===== src/rtl/alu_pkg.sv =====
// Shared constants for the ALU dispatch path.
// Channel count, select width, state encoding.
package alu_pkg;

  localparam int CH_N    = 16;
  localparam int SEL_W   = 4;
  localparam int TMO_DEF = 255;

  typedef enum logic {
    ST_EMPTY = 1'b0,
    ST_FULL  = 1'b1
  } state_e;

endpackage


===== src/rtl/dec4to16.sv =====
// Enable-gated 4-to-16 one-hot decoder.
// All outputs are zero when en_i is low.
module dec4to16
  import alu_pkg::*;
(
  input  logic             en_i,
  input  logic [SEL_W-1:0] sel_i,
  output logic [CH_N-1:0]  oh_o
);

  always_comb begin
    oh_o = '0;
    if (en_i) oh_o[sel_i] = 1'b1;
  end

endmodule


===== src/rtl/demux16to1_dispatch.sv =====
// One-entry registered 1-to-16 dispatcher with
// stall watchdog and transfer counter.
module demux16to1_dispatch
  import alu_pkg::*;
#(
  parameter int w   = 64,
  parameter int TMO = TMO_DEF
) (
  input  logic             clk,
  input  logic             rst_b,
  input  logic             in_valid,
  output logic             in_ready,
  input  logic [w-1:0]     in_data,
  input  logic [SEL_W-1:0] in_sel,
  output logic [CH_N-1:0]  out_valid,
  input  logic [CH_N-1:0]  out_ready,
  output logic [w-1:0]     out_data,
  output logic [SEL_W-1:0] out_sel,
  output logic             stall_err,
  input  logic             err_clr,
  output logic [31:0]      xfer_cnt
);

  localparam logic [15:0] TMO_C = 16'(TMO);

  state_e           state_q, state_d;
  logic [w-1:0]     data_q, data_d;
  logic [SEL_W-1:0] sel_q, sel_d;
  logic [15:0]      wait_q, wait_d;
  logic             err_q, err_d;
  logic [31:0]      xfer_q, xfer_d;

  logic [CH_N-1:0]  sel_oh;
  logic             full, acc, in_xfer, stalled;

  assign full = (state_q == ST_FULL);

  dec4to16 u_vld (
    .en_i  (full),
    .sel_i (sel_q),
    .oh_o  (out_valid)
  );

  dec4to16 u_rdy (
    .en_i  (1'b1),
    .sel_i (sel_q),
    .oh_o  (sel_oh)
  );

  assign acc     = full && |(out_ready & sel_oh);
  assign in_ready = !full || acc;
  assign in_xfer = in_valid && in_ready;
  assign stalled = full && !acc;

  always_comb begin
    state_d = state_q;
    data_d  = data_q;
    sel_d   = sel_q;
    unique case (state_q)
      ST_EMPTY: if (in_xfer) state_d = ST_FULL;
      ST_FULL:  if (acc && !in_xfer) state_d = ST_EMPTY;
      default:  state_d = ST_EMPTY;
    endcase
    if (in_xfer) begin
      data_d = in_data;
      sel_d  = in_sel;
    end
  end

  // Saturating wait counter; set beats clear on the same cycle.
  always_comb begin
    wait_d = '0;
    if (stalled)
      wait_d = (wait_q == TMO_C) ? wait_q : wait_q + 16'd1;
    err_d = err_q;
    if (err_clr) err_d = 1'b0;
    if (stalled && wait_d == TMO_C) err_d = 1'b1;
    xfer_d = acc ? xfer_q + 32'd1 : xfer_q;
  end

  always_ff @(posedge clk or negedge rst_b) begin
    if (!rst_b) begin
      state_q <= ST_EMPTY;
      data_q  <= '0;
      sel_q   <= '0;
      wait_q  <= '0;
      err_q   <= 1'b0;
      xfer_q  <= '0;
    end else begin
      state_q <= state_d;
      data_q  <= data_d;
      sel_q   <= sel_d;
      wait_q  <= wait_d;
      err_q   <= err_d;
      xfer_q  <= xfer_d;
    end
  end

  assign out_data  = data_q;
  assign out_sel   = sel_q;
  assign stall_err = err_q;
  assign xfer_cnt  = xfer_q;

endmodule


===== config.mk =====
export PLATFORM = sky130hd
export DESIGN_NAME = demux16to1_dispatch
export DESIGN_NICKNAME = d
export VERILOG_FILES = /design/src/rtl/alu_pkg.sv /design/src/rtl/dec4to16.sv /design/src/rtl/demux16to1_dispatch.sv
export SDC_FILE = /design/constraint.sdc
export NUM_CORES = 1
export LEC_CHECK = 0
export ABC_AREA = 1
export CORE_ASPECT_RATIO = 1.75
export CORE_MARGIN = 5
export CORE_UTILIZATION = 35
export DETAILED_ROUTE_END_ITERATION = 8
export SLEW_MARGIN = 20
export SYNTH_ARGS = -nofsm -noshare
export SYNTH_HDL_FRONTEND = slang
export SYNTH_HIERARCHICAL = 1
export SYNTH_SLANG_ARGS = --single-unit

===== constraint.sdc =====
create_clock -name clk -period 5.4 [get_ports clk]
set_clock_uncertainty 0.15 [all_clocks]
set_input_delay 1.62 -clock clk [delete_from_list [all_inputs] [get_ports clk]]
set_output_delay 1.62 -clock clk [all_outputs]
set_load 0.005 [all_outputs]

Word-level counts from Yosys, hierarchy flattened --
Cells that the tools add are included. Widths: inputs -> output; s select.
Cells by class: add/sub/neg operators 2, $lt $le $gt $ge 2, equality and inequality tests 2, muxes and demuxes 10, bitwise gates (word level) 2, reduce and logical (&&, ||, !) cells 12
Operator list (number):
- $mux 16 | 3
- $add 32x1->32 const B | 1
- $eq 16x8->1 const B | 2
- $add 16x1->16 const B | 1
- $and 16x16->16 | 1
- $reduce_or 16->1 | 1
- $logic_and 1x1->1 | 6
- $lt 4x5->1 const B | 1
- $mux 1 | 5
- $demux 1 s4 | 1
- $ge 4x1->1 const B | 1
- $logic_not 1->1 | 3
- $pmux 1 s2 | 1
- $reduce_bool 2->1 | 1
- $logic_or 1x1->1 | 1
- $not 1->1 | 1
Word-level totals: register bits after elaboration 118, input bits 88, output and inout bits 118, word-level logic and storage cells 36

Logic depth before layout (Yosys ltp) --
Gate-level depths: netlist (run 1).
depth after elaboration 13, mapped depth 15, mapped depth without buffers 15

Modules after synthesis --
The synthesis (run 1) kept the hierarchy.
By module, submodules not included:
- demux16to1_dispatch | instances 1, cells each 589, area each 5730.5 um^2, sequential area each 2952.8 um^2
- dec4to16 (u_vld) | instances 1, cells each 32, area each 126.4 um^2, sequential area each 0.0 um^2
- dec4to16 (u_rdy) | instances 1, cells each 28, area each 110.1 um^2, sequential area each 0.0 um^2

Least setup slack after synthesis (run 1) --
No wires, ideal clock.
path type input-to-output, start input out_ready[4], end output in_ready, data arrival time 2.369 ns, required time 3.630 ns, slack 1.261 ns, cell stages on the path 7, buffers on the path 1, cell sequence nand2_1 -> nand2_1 -> nor2_1 -> nand2_1 -> nor2_4 -> nand2_4 -> clkbuf_1
Between the ends: word-level cells in the longest chain between the ends 4
Ends and longest elaborated chain:
- from (decl) | RTL line demux16to1_dispatch.sv:16 | input logic [CH_N-1:0] out_ready,
- $and 16x16->16 | RTL line demux16to1_dispatch.sv:50 | assign acc = full && |(out_ready & sel_oh);
- $reduce_or 16->1 | RTL line demux16to1_dispatch.sv:50
- $logic_and 1x1->1 | RTL line demux16to1_dispatch.sv:50
- $logic_or 1x1->1 | RTL line demux16to1_dispatch.sv:51 | assign in_ready = !full || acc;
- to (decl) | RTL line demux16to1_dispatch.sv:12 | output logic in_ready,
Every way passes these cells.

Worst setup path in the final report (run 1) --
start input out_ready[11], end output in_ready
Same word-level chain as after synthesis.

==> flow_metrics.env, run 1 <==
export IMPL_fill_cells=1591
export IMPL_wl_per_cell_um=16.6
export IMPL_track_usage=0.190
export IMPL_cpLargestDelayFamily="buffers and inverters"
export IMPL_path_common_cell="nand2_1"
export IMPL_core_mm2=0.0169
export IMPL_worst_pin_slew_ps=963
export IMPL_syn_to_final_growth_pct=49.2
export IMPL_syn_area_mm2=0.00597
export IMPL_syn_avg_cell_area_um2=9.19
export IMPL_clock_latency_ps=410
export IMPL_drc=0
export IMPL_yosysTopAreaCell="dfrtp_1"
export IMPL_num_rows=63
export IMPL_leakagePower_nw=3.85
export IMPL_die_h_um=183
export IMPL_grt_pass1_wl_um=29400
export IMPL_min_period_over_period=0.920
export IMPL_worstPathRequired_ps=3630
export IMPL_cts_buffer_depth=2
export IMPL_cts_tree="yes"
export IMPL_maxSlewViolCount=0
export IMPL_synthFlopType="dfrtp_1"
export IMPL_peakVddDrop_mv=0.329
export IMPL_cts_root_buf="clkbuf_16"
export IMPL_relSlewSlack=0.358
export IMPL_crit_path_top_delay_cell="clkdlybuf4s50_1"
export IMPL_nNetsFinal=957
export IMPL_worst_path_buf_inv=2
export IMPL_run_status="finished clean"
export IMPL_cts_setup_buffers=0
export IMPL_tns_ps=0
export IMPL_crit_type="input port to output pin"
export IMPL_ys_types=40
export IMPL_ys_ff_latch=118
export IMPL_antenna_found_initial=0
export IMPL_period_minus_slack_ps=4970
export IMPL_viasPerCell=4.80
export IMPL_synth_seq_area_share=0.495
export IMPL_antennaDiodeCount=0
export IMPL_drtIter0Drc=214
export IMPL_max_freq_mhz=201
export IMPL_hold_ws_ps=341
export IMPL_die_x_um=109
export IMPL_num_vias=5316
export IMPL_numCtsBuffers=17
export IMPL_cts_sinks=118
export IMPL_synthTopCellsByCount="nand2_1, dfrtp_1, nor2_1"
export IMPL_synth_edf_count=0
export IMPL_gp_congestion=0.893
export IMPL_endpoint_kind="output pin"
export IMPL_holdBufCountCts=0
export IMPL_hold_class="flop to flop"
export IMPL_crit_chain="clkdlybuf4s50_1 > nand2_1 > nand2_1 > nor2_1 > nand2_1 > nor2_4 > nand2_4 > clkdlybuf4s50_1"
export IMPL_yosysMostFrequentCell="nand2_1"
export IMPL_grt_max_degree=74
export IMPL_postLayoutCellArea_mm2=0.00890
export IMPL_cellPowerDensity_mw_per_mm2=493
export IMPL_dp_hpwl_um=14200
export IMPL_synth_top_area_share=0.495
export IMPL_dpl_instance_area_mm2=0.00826
export IMPL_path_max_fanout=8
export IMPL_start_util=0.354
export IMPL_cts_htree_levels=4
export IMPL_yosys_top_cells_area="dfrtp_1, mux2_2, nand2_1"
export IMPL_pre_cts_slack_ps=393
export IMPL_setup_slack_ps=435
export IMPL_ios=206
export IMPL_final_antenna_net_count=0
export IMPL_overflow=0
export IMPL_clk_pin_slew_ps=60
export IMPL_cts_repair_resize_count=0
export IMPL_yosys_warnings=6
export IMPL_cp_data_arrival_time_ps=3200
export IMPL_max_cap_violations=0
export IMPL_synth_cells=649
export IMPL_async_flop_share=1.00
export IMPL_finalSetupViolCount=0
export IMPL_dieArea_mm2=0.0199
export IMPL_drive_gt1_frac=0.135
export IMPL_start_kind="input port"
export IMPL_port_buffer_count=205
export IMPL_grt_pass1_vias=5742
export IMPL_first_pass_iters=4
export IMPL_rsz0062_at_grt="false"
export IMPL_reg2reg_slack_ps=2260
export IMPL_hold_viol=0
export IMPL_wl_um=18400
export IMPL_critPathMaxStageDelay_ps=470
==> stage by stage <==
stage / instances / total power [W] / util
final: 1107 / 0.00439 / 0.528
after global routing: 1107 / 0.00466 / 0.528
after CTS: 1107 / 0.00446 / 0.528
after detailed placement: 1075 / 0.00319 / 0.490
after global placement: 1075 / 0.00315 / 0.490
after floorplan: 652 / 0.00221 / -
==> final cells by class <==
type	instances	area, µm²	share of cell area
multi-input cells	473	2750	0.309
well taps	227	284	0.0319
clock buffers	17	425	0.0478
clock inverters	15	215	0.0242
repair buffers	210	2100	0.236
flip-flops and latches	118	2950	0.332
inverters	47	176	0.0198
==> metal layers <==
layer	vias to the layer above	routed length [µm]	share of wire	track usage
li1	2555	-	-	-
met3	37	889	0.048	0.0471
met4	0	677	0.037	0.0870
met2	156	10500	0.57	0.358
met5	-	0	0	0
met1	2568	6260	0.34	0.191
==> sequential cells by signal, summed over array words and instances, names as in the netlist <==
name	count
stall_err	1
full	1
out_data	64
wait_q	16
xfer_cnt	32
out_sel	4
==> path summary, 6_finish.rpt <==
path / to / depth (start not counted) / start
max: in_ready / 8 / out_ready[11]
min: out_data[41] / 1 / out_data[41]
max reg2reg: out_data[52] / 13 / out_sel[3]
min reg2reg: out_data[41] / 1 / out_data[41]
max in group asynchronous: out_sel[0] / 2 / rst_b
min in group asynchronous: xfer_cnt[16] / 1 / rst_b
==> power breakdown <==
part / total (W) / internal [W] / switching [W] / leakage, nW
sequential: 0.00143 / 0.00119 / 0.000235 / 1.47
combinational: 0.00173 / 0.00100 / 0.000727 / 2.06
clock: 0.00123 / 0.000786 / 0.000448 / 0.316
==> cell usage in the layout (no fill, tap or decap), types with 9 or more instances in the layout <==
master           count
mux2_2              59
dfrtp_1            118
nor2_1              90
nand4_1             12
clkbuf_16           17
nor3_1              13
xor2_1              20
inv_1               46
mux2_1               9
clkdlybuf4s50_1    204
nand3_1             31
nand2_1            167
xnor2_1             12
==> logic make-up after synthesis <==
kind of cell,after synthesis,synth area share
AND/OR/NAND/NOR,338,0.246
AO/OA/AOI/OAI,29,0.0321
flip-flops,118,0.495
other,1,0.000628
XOR/XNOR,32,0.0470
adder cells (fa/ha/maj),2,0.00419
multiplexers,68,0.128
buffers and inverters,61,0.0465
No activity file was read; power rests on OpenSTA's default activity.
==> run 2: changes to the inputs <==
--- a/config.mk
+++ b/config.mk
@@ -10,6 +10,7 @@
 export CORE_MARGIN = 5
 export CORE_UTILIZATION = 35
 export DETAILED_ROUTE_END_ITERATION = 8
+export MAX_ROUTING_LAYER = met4
 export SLEW_MARGIN = 20
 export SYNTH_ARGS = -nofsm -noshare
 export SYNTH_HDL_FRONTEND = slang
==> flow_metrics.env, run 2 (synthesis results as in run 1) <==
export IMPL_run_status="finished clean"
export IMPL_cpLargestDelayFamily="buffers and inverters"
export IMPL_hold_class="flop to flop"
export IMPL_num_vias=5331
export IMPL_clk_pin_slew_ps=50
export IMPL_combPwrFrac=0.390
export IMPL_postLayoutCellArea_mm2=0.00892
export IMPL_crit_type="input port to output pin"
export IMPL_cts_repair_resize_count=0
export IMPL_num_rows=63
export IMPL_antenna_found_initial=0
export IMPL_dp_cells=1075
export IMPL_path_common_cell="nand2_1"
export IMPL_stdcell_count=1107
export IMPL_p_int_w=0.00303
export IMPL_sequentialPowerShare=0.322
export IMPL_gp_congestion=0.907
export IMPL_drive_gt1_frac=0.135
export IMPL_viasPerCell=4.82
export IMPL_min_period_over_period=0.921
export IMPL_holdBufCountCts=0
export IMPL_die_x_um=109
export IMPL_cts_tree="yes"
export IMPL_max_freq_mhz=201
export IMPL_cellPowerDensity_mw_per_mm2=498
export IMPL_clkPwrFrac=0.288
export IMPL_p_sw_frac=0.318
export IMPL_hold_viol=0
export IMPL_grt_max_degree=60
export IMPL_wl_per_cell_um=16.7
export IMPL_crit_chain="clkdlybuf4s50_1 > nand2_1 > nand2_1 > nor2_1 > nand2_1 > nor2_4 > nand2_4 > clkdlybuf4s50_1"
export IMPL_drtIter0Drc=198
export IMPL_dpl_instance_area_mm2=0.00826
export IMPL_largest_reg_flops=64
export IMPL_start_kind="input port"
export IMPL_grt_pass1_wl_um=29500
export IMPL_grt_use_met2=0.358
export IMPL_cts_root_buf="clkbuf_16"
export IMPL_crit_path_top_delay_cell="clkdlybuf4s50_1"
export IMPL_ios=206
export IMPL_nNetsFinal=957
export IMPL_critPathMaxStageDelay_ps=470
export IMPL_dp_hpwl_um=14300
export IMPL_worstPathRequired_ps=3630
export IMPL_power_switching_w=0.00141
export IMPL_die_h_um=183
export IMPL_path_max_fanout=8
export IMPL_relSlewSlack=0.518
export IMPL_antennaDiodeCount=0
export IMPL_cts_sinks=118
export IMPL_layout_commonest_cell="clkdlybuf4s50_1"
export IMPL_finalSetupViolCount=0
export IMPL_worst_path_buf_inv=2
export IMPL_leakagePower_nw=3.86
export IMPL_dieArea_mm2=0.0199
export IMPL_first_pass_iters=4
export IMPL_syn_to_final_growth_pct=49.5
export IMPL_numCtsBuffers=17
export IMPL_wl_um=18500
export IMPL_max_cap_violations=0
export IMPL_cp_data_arrival_time_ps=3200
export IMPL_endpoint_kind="output pin"
export IMPL_core_mm2=0.0169
export IMPL_use_met3=0.0382
export IMPL_busiest_layer="met2"
export IMPL_drc=0
export IMPL_maxSlewViolCount=0
export IMPL_rsz0062_at_grt="false"
export IMPL_worst_pin_slew_ps=722
export IMPL_grt_pass1_vias=5676
export IMPL_layout_common_cells="clkdlybuf4s50_1, nand2_1, dfrtp_1"
export IMPL_reg2reg_slack_ps=2350
export IMPL_port_buffer_count=205
export IMPL_start_util=0.354
export IMPL_tns_ps=0
export IMPL_cts_buffer_depth=2
export IMPL_track_usage=0.197
export IMPL_met1_usage=0.195
export IMPL_period_minus_slack_ps=4970
export IMPL_cts_setup_buffers=0
export IMPL_final_antenna_net_count=0
export IMPL_clock_latency_ps=410
export IMPL_peakVddDrop_mv=0.270
export IMPL_cts_htree_levels=4
export IMPL_overflow=0
## run 2: final cells by class
| class | instances | area (µm²) |
|---|---|---|
| tap | 227 | 284 |
| clock inverter | 15 | 238 |
| sequential | 118 | 2950 |
| multi-input combinational | 473 | 2750 |
| fill | 1633 | 7950 |
| clock buffer | 17 | 425 |
| inverter | 47 | 176 |
| timing repair buffer | 210 | 2100 |
## run 2: per-stage QoR
step                utilization  hold slack [ps]  worst slack (ps)  total power, W
finish                    0.529              341               426         0.00444
CTS                       0.529              344               395         0.00450
floorplan                     -              338              1260         0.00221
detailed placement        0.490              331               402         0.00319
global placement          0.490              325               417         0.00315
global route              0.529              367               321         0.00470
## run 2: power by group through the flow
stage / combinational (W) / clock [W] / sequential (W)
after floorplan: 0.000802 / 0 / 0.00141
after global placement: 0.00173 / 0 / 0.00142
after detailed placement: 0.00175 / 0 / 0.00144
after CTS: 0.00176 / 0.00131 / 0.00143
after global routing: 0.00187 / 0.00136 / 0.00148
final: 0.00173 / 0.00128 / 0.00143
## run 2: worst reg2reg max path: stages (launching register included)
cell and delay, ps:
dfrtp_1 490, inv_1 100, nand3_1 190, nor2_1 90
nand2_1 70, nand2_1 50, nor2_1 160, nand2_1 120
nor2_4 220, nand2_4 90, buf_4 220, nand2_4 200
buf_12 310, mux2_2 460
## run 2: final timing paths
kind | startpoint | depth (start not counted) | to
min in group asynchronous | rst_b | 1 | xfer_cnt[13]
min reg2reg | out_data[45] | 1 | out_data[45]
min | out_data[45] | 1 | out_data[45]
max reg2reg | out_sel[3] | 13 | out_data[35]
max in group asynchronous | rst_b | 2 | out_data[56]
max | out_ready[15] | 8 | in_ready
## run 2: metal layers
layer  vias up  share of wire
li1       2553              -
met1      2573           0.34
met2       161           0.56
met3        44          0.046
met4         0          0.048
met5         -              0
